$ cat config.mk
export PLATFORM = sky130hd
export DESIGN_NAME = data_mem_arbiter_flat
export DESIGN_NICKNAME = d
export VERILOG_FILES = /design/src/rtl/data_mem_arbiter_if.sv /design/src/rtl/data_mem_arbiter.sv /design/src/flat_wrapper.sv
export SDC_FILE = /design/constraint.sdc
export NUM_CORES = 1
export LEC_CHECK = 0
export BUFFER_PORTS_ARGS = -buffer_cell sky130_fd_sc_hd__buf_2
export CORE_AREA = 4 4 119 121
export CTS_CLUSTER_DIAMETER = 150
export CTS_CLUSTER_SIZE = 14
export DETAILED_ROUTE_END_ITERATION = 6
export DIE_AREA = 0 0 123 125
export PLACE_DENSITY = 0.6
export SYNTH_ARGS = -nofsm -noshare
export SYNTH_HDL_FRONTEND = slang
export SYNTH_SLANG_ARGS = --single-unit
$ cat constraint.sdc
create_clock -name clk_i -period 1.8 [get_ports clk_i]
set_input_delay 0 -clock clk_i [delete_from_list [all_inputs] [get_ports clk_i]]
set_output_delay 0 -clock clk_i [all_outputs]
set_load 0.01 [all_outputs]
$ cat src/rtl/data_mem_arbiter_if.sv
// Bus bundle for data_mem_arbiter: two master request/ready ports and the
// shared ext_mem port. slave = arbiter side, master = requesters/memory side.
interface data_mem_arbiter_if;
    logic        m0_req_i;
    logic        m0_we_i;
    logic [3:0]  m0_be_i;
    logic [31:0] m0_addr_i;
    logic [31:0] m0_wd_i;
    logic [31:0] m0_rd_o;
    logic        m0_ready_o;

    logic        m1_req_i;
    logic        m1_we_i;
    logic [3:0]  m1_be_i;
    logic [31:0] m1_addr_i;
    logic [31:0] m1_wd_i;
    logic [31:0] m1_rd_o;
    logic        m1_ready_o;

    logic        mem_req_o;
    logic        mem_we_o;
    logic [3:0]  mem_be_o;
    logic [31:0] mem_addr_o;
    logic [31:0] mem_wd_o;
    logic [31:0] mem_rd_i;
    logic        mem_ready_i;
    logic        timeout_o;

    modport slave (
        input  m0_req_i, m0_we_i, m0_be_i, m0_addr_i, m0_wd_i,
        output m0_rd_o, m0_ready_o,
        input  m1_req_i, m1_we_i, m1_be_i, m1_addr_i, m1_wd_i,
        output m1_rd_o, m1_ready_o,
        output mem_req_o, mem_we_o, mem_be_o, mem_addr_o, mem_wd_o,
        input  mem_rd_i, mem_ready_i,
        output timeout_o
    );

    modport master (
        output m0_req_i, m0_we_i, m0_be_i, m0_addr_i, m0_wd_i,
        input  m0_rd_o, m0_ready_o,
        output m1_req_i, m1_we_i, m1_be_i, m1_addr_i, m1_wd_i,
        input  m1_rd_o, m1_ready_o,
        input  mem_req_o, mem_we_o, mem_be_o, mem_addr_o, mem_wd_o,
        output mem_rd_i, mem_ready_i,
        input  timeout_o
    );
endinterface

$ cat src/rtl/data_mem_arbiter.sv
// Two-master data-memory arbiter: one outstanding transaction, round-robin
// (or fixed priority with DATA_MEM_ARB_FIXED_PRIO_EN), watchdog completion.
// Ports: clk_i, rst_i (async, active-low), bus (data_mem_arbiter_if.slave).
// Parameter TIMEOUT (>=2): BUSY cycles without mem_ready_i before the
// watchdog completes the transaction with 32'hDEAD_BEEF and timeout_o.
module data_mem_arbiter #(
    parameter int unsigned TIMEOUT = 16
) (
    input  logic                clk_i,
    input  logic                rst_i,
    data_mem_arbiter_if.slave   bus
);

    typedef enum logic {IDLE, BUSY} state_e;

    localparam int unsigned    CW       = $clog2(TIMEOUT) + 1;
    localparam logic [CW-1:0]  CNT_LAST = CW'(TIMEOUT - 1);
    localparam logic [31:0]    ERR_DATA = 32'hDEAD_BEEF;

    state_e         state_q, state_d;
    logic           grant_q, grant_d;
    logic           last_q, last_d;
    logic [CW-1:0]  cnt_q, cnt_d;

    logic           g_req;
    logic           g_we;
    logic [3:0]     g_be;
    logic [31:0]    g_addr;
    logic [31:0]    g_wd;
    logic           tie_pick;
    logic           done;
    logic           tmo;
    logic [31:0]    rd_val;

    assign g_req  = grant_q ? bus.m1_req_i  : bus.m0_req_i;
    assign g_we   = grant_q ? bus.m1_we_i   : bus.m0_we_i;
    assign g_be   = grant_q ? bus.m1_be_i   : bus.m0_be_i;
    assign g_addr = grant_q ? bus.m1_addr_i : bus.m0_addr_i;
    assign g_wd   = grant_q ? bus.m1_wd_i   : bus.m0_wd_i;

`ifdef DATA_MEM_ARB_FIXED_PRIO_EN
    assign tie_pick = 1'b0;
`else
    // Tie goes to whoever was not served last.
    assign tie_pick = ~last_q;
`endif

    always_ff @(posedge clk_i or negedge rst_i) begin
        if (!rst_i) begin
            state_q <= IDLE;
            grant_q <= 1'b0;
            last_q  <= 1'b1;
            cnt_q   <= '0;
        end else begin
            state_q <= state_d;
            grant_q <= grant_d;
            last_q  <= last_d;
            cnt_q   <= cnt_d;
        end
    end

    always_comb begin
        state_d        = state_q;
        grant_d        = grant_q;
        last_d         = last_q;
        cnt_d          = cnt_q;
        done           = 1'b0;
        tmo            = 1'b0;
        rd_val         = '0;
        bus.mem_req_o  = 1'b0;
        bus.mem_we_o   = 1'b0;
        bus.mem_be_o   = '0;
        bus.mem_addr_o = '0;
        bus.mem_wd_o   = '0;

        unique case (state_q)
            IDLE: begin
                if (bus.m0_req_i || bus.m1_req_i) begin
                    state_d = BUSY;
                    cnt_d   = '0;
                    if (bus.m0_req_i && bus.m1_req_i) begin
                        grant_d = tie_pick;
                    end else begin
                        grant_d = bus.m1_req_i;
                    end
                end
            end
            BUSY: begin
                bus.mem_req_o  = g_req;
                bus.mem_we_o   = g_we;
                bus.mem_be_o   = g_be;
                bus.mem_addr_o = g_addr;
                bus.mem_wd_o   = g_wd;
                if (!g_req) begin
                    // Owner withdrew: drop silently, keep round-robin history.
                    state_d = IDLE;
                end else if (bus.mem_ready_i) begin
                    done    = 1'b1;
                    rd_val  = bus.mem_rd_i;
                    state_d = IDLE;
                    last_d  = grant_q;
                end else if (cnt_q == CNT_LAST) begin
                    done    = 1'b1;
                    tmo     = 1'b1;
                    rd_val  = ERR_DATA;
                    state_d = IDLE;
                    last_d  = grant_q;
                end else begin
                    cnt_d = cnt_q + 1'b1;
                end
            end
        endcase
    end

    assign bus.m0_ready_o = done & ~grant_q;
    assign bus.m1_ready_o = done &  grant_q;
    assign bus.m0_rd_o    = (done & ~grant_q) ? rd_val : '0;
    assign bus.m1_rd_o    = (done &  grant_q) ? rd_val : '0;
    assign bus.timeout_o  = tmo;

endmodule

$ cat src/flat_wrapper.sv
// flat-port wrapper written by rule: the top's interface ports become plain ports
module data_mem_arbiter_flat 
#(
    parameter int unsigned TIMEOUT = 16
)
  (clk_i, rst_i, bus_m0_req_i, bus_m0_we_i, bus_m0_be_i, bus_m0_addr_i, bus_m0_wd_i, bus_m0_rd_o, bus_m0_ready_o, bus_m1_req_i, bus_m1_we_i, bus_m1_be_i, bus_m1_addr_i, bus_m1_wd_i, bus_m1_rd_o, bus_m1_ready_o, bus_mem_req_o, bus_mem_we_o, bus_mem_be_o, bus_mem_addr_o, bus_mem_wd_o, bus_mem_rd_i, bus_mem_ready_i, bus_timeout_o);
  data_mem_arbiter_if bus_i ();
  input  logic clk_i;
  input  logic rst_i;
  input wire logic [$bits(bus_i.m0_req_i)-1:0] bus_m0_req_i;
  input wire logic [$bits(bus_i.m0_we_i)-1:0] bus_m0_we_i;
  input wire logic [$bits(bus_i.m0_be_i)-1:0] bus_m0_be_i;
  input wire logic [$bits(bus_i.m0_addr_i)-1:0] bus_m0_addr_i;
  input wire logic [$bits(bus_i.m0_wd_i)-1:0] bus_m0_wd_i;
  output wire logic [$bits(bus_i.m0_rd_o)-1:0] bus_m0_rd_o;
  output wire logic [$bits(bus_i.m0_ready_o)-1:0] bus_m0_ready_o;
  input wire logic [$bits(bus_i.m1_req_i)-1:0] bus_m1_req_i;
  input wire logic [$bits(bus_i.m1_we_i)-1:0] bus_m1_we_i;
  input wire logic [$bits(bus_i.m1_be_i)-1:0] bus_m1_be_i;
  input wire logic [$bits(bus_i.m1_addr_i)-1:0] bus_m1_addr_i;
  input wire logic [$bits(bus_i.m1_wd_i)-1:0] bus_m1_wd_i;
  output wire logic [$bits(bus_i.m1_rd_o)-1:0] bus_m1_rd_o;
  output wire logic [$bits(bus_i.m1_ready_o)-1:0] bus_m1_ready_o;
  output wire logic [$bits(bus_i.mem_req_o)-1:0] bus_mem_req_o;
  output wire logic [$bits(bus_i.mem_we_o)-1:0] bus_mem_we_o;
  output wire logic [$bits(bus_i.mem_be_o)-1:0] bus_mem_be_o;
  output wire logic [$bits(bus_i.mem_addr_o)-1:0] bus_mem_addr_o;
  output wire logic [$bits(bus_i.mem_wd_o)-1:0] bus_mem_wd_o;
  input wire logic [$bits(bus_i.mem_rd_i)-1:0] bus_mem_rd_i;
  input wire logic [$bits(bus_i.mem_ready_i)-1:0] bus_mem_ready_i;
  output wire logic [$bits(bus_i.timeout_o)-1:0] bus_timeout_o;
  assign bus_i.m0_req_i = bus_m0_req_i;
  assign bus_i.m0_we_i = bus_m0_we_i;
  assign bus_i.m0_be_i = bus_m0_be_i;
  assign bus_i.m0_addr_i = bus_m0_addr_i;
  assign bus_i.m0_wd_i = bus_m0_wd_i;
  assign bus_m0_rd_o = bus_i.m0_rd_o;
  assign bus_m0_ready_o = bus_i.m0_ready_o;
  assign bus_i.m1_req_i = bus_m1_req_i;
  assign bus_i.m1_we_i = bus_m1_we_i;
  assign bus_i.m1_be_i = bus_m1_be_i;
  assign bus_i.m1_addr_i = bus_m1_addr_i;
  assign bus_i.m1_wd_i = bus_m1_wd_i;
  assign bus_m1_rd_o = bus_i.m1_rd_o;
  assign bus_m1_ready_o = bus_i.m1_ready_o;
  assign bus_mem_req_o = bus_i.mem_req_o;
  assign bus_mem_we_o = bus_i.mem_we_o;
  assign bus_mem_be_o = bus_i.mem_be_o;
  assign bus_mem_addr_o = bus_i.mem_addr_o;
  assign bus_mem_wd_o = bus_i.mem_wd_o;
  assign bus_i.mem_rd_i = bus_mem_rd_i;
  assign bus_i.mem_ready_i = bus_mem_ready_i;
  assign bus_timeout_o = bus_i.timeout_o;
  data_mem_arbiter #(.TIMEOUT(TIMEOUT)) u_core (.clk_i(clk_i), .rst_i(rst_i), .bus(bus_i));
endmodule
==> parameters.txt <==
Parameter                              Value

Final layout
  Final core area utilization ... 31.67%
  Layout net count ... 781
  Area of all sequential standard cells ... 205.2 um^2
  Multi-input gate area in the final layout ... 1802 um^2
  Total inserted antenna cells ... 0
  Area growth from synthesis to layout ... 110.7%
  Share of layout cells above drive strength 1 ... 62.85%
  Fill cell total of the finished layout ... 1392

Run status
  Outcome ... finished with violations
  Violated checks ... negative setup slack

Placed design
  Placer's final routability congestion estimate ... 0.8842
  Number of input and output port buffers inserted ... 311
  Total half-perimeter wirelength after legalization and detailed placement ... 8.399 mm
  Worst slack at placement ... 28.75 ps

Route
  DRT met1 WL ... 3.948 mm
  Metal2 WL ... 5.387 mm
  TritonRoute pass-1 iters ... 6
  Detailed-route via count ... 3125
  Detailed-route DRC error count ... 0
  Highest signal layer in the routed design ... met4
  Per-cell via count in the routed design ... 4.012
  Final wirelength ... 10.54 mm
  Avg WL per Cell ... 13.54 um
  Met3 wirelength from detailed routing ... 1.073 mm
  Residual antenna-violating net count after detailed routing ... 0
  First DRT Iteration DRCs ... 110

Clock tree
  Clock transition time at the flip-flop clock pins of the worst setup and hold paths ... 40 ps
  CTS Root Cell ... clkbuf_16
  Total clock sinks ... 8
  Num CTS Buffers ... 3
  Clk_lat worst skew ... 230 ps
  Max H-tree Level ... 1
  Clock tree buffer depth ... 2
  Clock tree from TritonCTS ... done

Logic synthesis
  Total standard cell area after synthesis ... 1967 um^2
  Syn Area/Cell ... 6.578 um^2
  Share of the synthesized area in the top cell type ... 35.62%
  Library cell with the highest instance count after synthesis ... nor2_1
  Cell types occupying the most area after synthesis ... mux2i_1, nor2_1, dfrtp_1
  Commonest cells in the netlist ... nor2_1, mux2i_1, nor2b_1
  Synth Net Count ... 476
  Dominant register cell in the synthesized netlist ... dfrtp_1
  Number of enable-type register cells in the synthesized netlist ... 0
  Sequential cell area fraction in the yosys report ... 10.24%
  Count of distinct cell types in the synthesized netlist ... 29
  Number of register bits inferred by synthesis ... 8
  Count of mapped cells out of synthesis ... 299
  FFs w/ async S/R, synth ... 100.0%
  YS warnings ... 0
  Most area-hungry cell type in the Yosys netlist ... mux2i_1

Setup path
  Arrival time at the worst endpoint ... 1880 ps
  Worst Path Max Fanout ... 13
  Req. time, crit path ... 1800 ps
  Critical path start-end classification ... reg -> out
  Type of element launching the critical path ... flip-flop
  R2r setup slk ... 130 ps
  Setup crit end kind ... output port
  Cell depth of the worst flop-to-flop path ... 6

STA
  Period minus WS final ... 1878 ps
  Worst-margin pin slew ... 529.5 ps
  Tightest slew margin relative to the limit ... 64.70%
  Total count of hold-check failures in the final report ... 0
  PnR worst setup slack ... -77.73 ps
  Peak Freq ... 532.6 MHz
  Unrepaired setup endpoints after global routing ... yes
  Clock Skews ... 0.5053 ps
  Total Negative Setup Slacks ... -1433 ps
  Part of the cycle the worst path needs ... 104.3%
  Total of endpoints with negative setup slack in the final report ... 47
  Slew Viols, Final ... 0

Floorplanning
  Count of boundary I/O pins ... 312
  Row count ... 42
  DIE HEIGHT ... 125 um
  Floorplan Core Area ... 13090 um^2
  Overall die area ... 15380 um^2
  Initial cell density of the core ... 15.03%
  Die width ... 123 um

Min path
  Hold Crit Depth ... 2
  Worst min-delay path class ... in -> reg

Global routing
  Pin count of the biggest net entering global routing ... 71
  Via count of the first global-routing pass ... 2929
  Initial antenna violation count ... 0
  GRT overflow ... 0
  First-pass GRT wire length ... 14.84 mm
  Gr usage total ... 11.74%

Run
  Max-Cap Viols ... 0

Power and ir drop
  Leakage power summed over all cells ... 2.512 nW
  Peak supply drop ... 691.1 uV
  PwrDens ... 883.5 nW/um^2
layout make-up:
type                    count  share of cell area, %
repair buffers            325                  43.81
multi-input cells         260                  43.48
well taps                 176                  5.314
flip-flops and latches      8                  4.952
clock buffers               4                  1.902
inverters                   6                 0.5435
state kept, by name, summed over array words and instances, names as in the netlist:
signal and count:
u_core.cnt_q 5, u_core.state_q 1, u_core.grant_q 1, u_core.last_q 1
worst paths after layout:
path                                                   from                          end
worst max-delay path            u_core.cnt_q[1]$_DFFE_PN0P_              bus_m1_rd_o[31]
worst min-delay path                           bus_m1_req_i   u_core.grant_q$_DFFE_PN0P_
worst max register to register  u_core.cnt_q[0]$_DFFE_PN0P_  u_core.cnt_q[3]$_DFFE_PN0P_
worst min register to register  u_core.cnt_q[3]$_DFFE_PN0P_  u_core.cnt_q[3]$_DFFE_PN0P_
max in group asynchronous                             rst_i    u_core.last_q$_DFFE_PN1N_
min in group asynchronous                             rst_i  u_core.cnt_q[4]$_DFFE_PN0P_
cells by family after synthesis:
| family | count (synthesis) | share of synthesized area (%) |
|---|---|---|
| buf+inv | 31 | 7.634 |
| simple gates | 176 | 40.39 |
| fa+ha+maj | 2 | 1.272 |
| mux | 71 | 36.20 |
| flops | 8 | 10.24 |
| compound gates | 11 | 4.262 |
layout by cell type, fill, tap and decap left out, drive strengths merged, types with 4 or more instances in the layout:
cell    instances
nor2          122
nor2b          24
and2           16
buf           324
dfrtp           7
inv             6
nand2           4
clkbuf          4
mux2i          70
per-layer routing:
layer / vias to the layer above / GRT usage [%]
met5: - / 0
met3: 12 / 2.891
li1: 1584 / -
met2: 164 / 21.81
met4: 0 / 1.694
met1: 1365 / 13.73
critical path, stage by stage (launching register included):
cell and delay, ps:
dfrtp_1 340, ha_2 190, and3_4 190, ha_4 150
o21ai_4 60, or2_4 300, buf_12 170, nor2_4 130
buf_6 110
through the flow:
stage | area (um^2) | power [W] | instances | hold slack [ps]
floorplan | 1967 | 0.002098 | 299 | -295.6
finish | 4144 | 0.003661 | 779 | 77.47
detailed placement | 3702 | 0.003129 | 767 | -144.7
CTS | 3925 | 0.003603 | 780 | 81.89
global route | 4144 | 0.003944 | 779 | 98.23
global placement | 3702 | 0.003122 | 767 | -145.6
power by group:
group | switching [W] | internal [W]
Clock | 0.0000870 | 0.000295
Combinational | 0.00159 | 0.00137
Sequential | 0.0000664 | 0.000248
Total | 0.00174 | 0.00192
repair_timing:
item / CTS / global route
pin swaps: 27 / 5
setup buffers: 5 / 0
gates cloned: 3 / 0
setup endpoints to repair: 50 / 53
gates resized for setup: 16 / 66
hold buffers: 1 / 0
hold endpoints to repair: 8 / 0
Power figures use the tool's default switching activity.
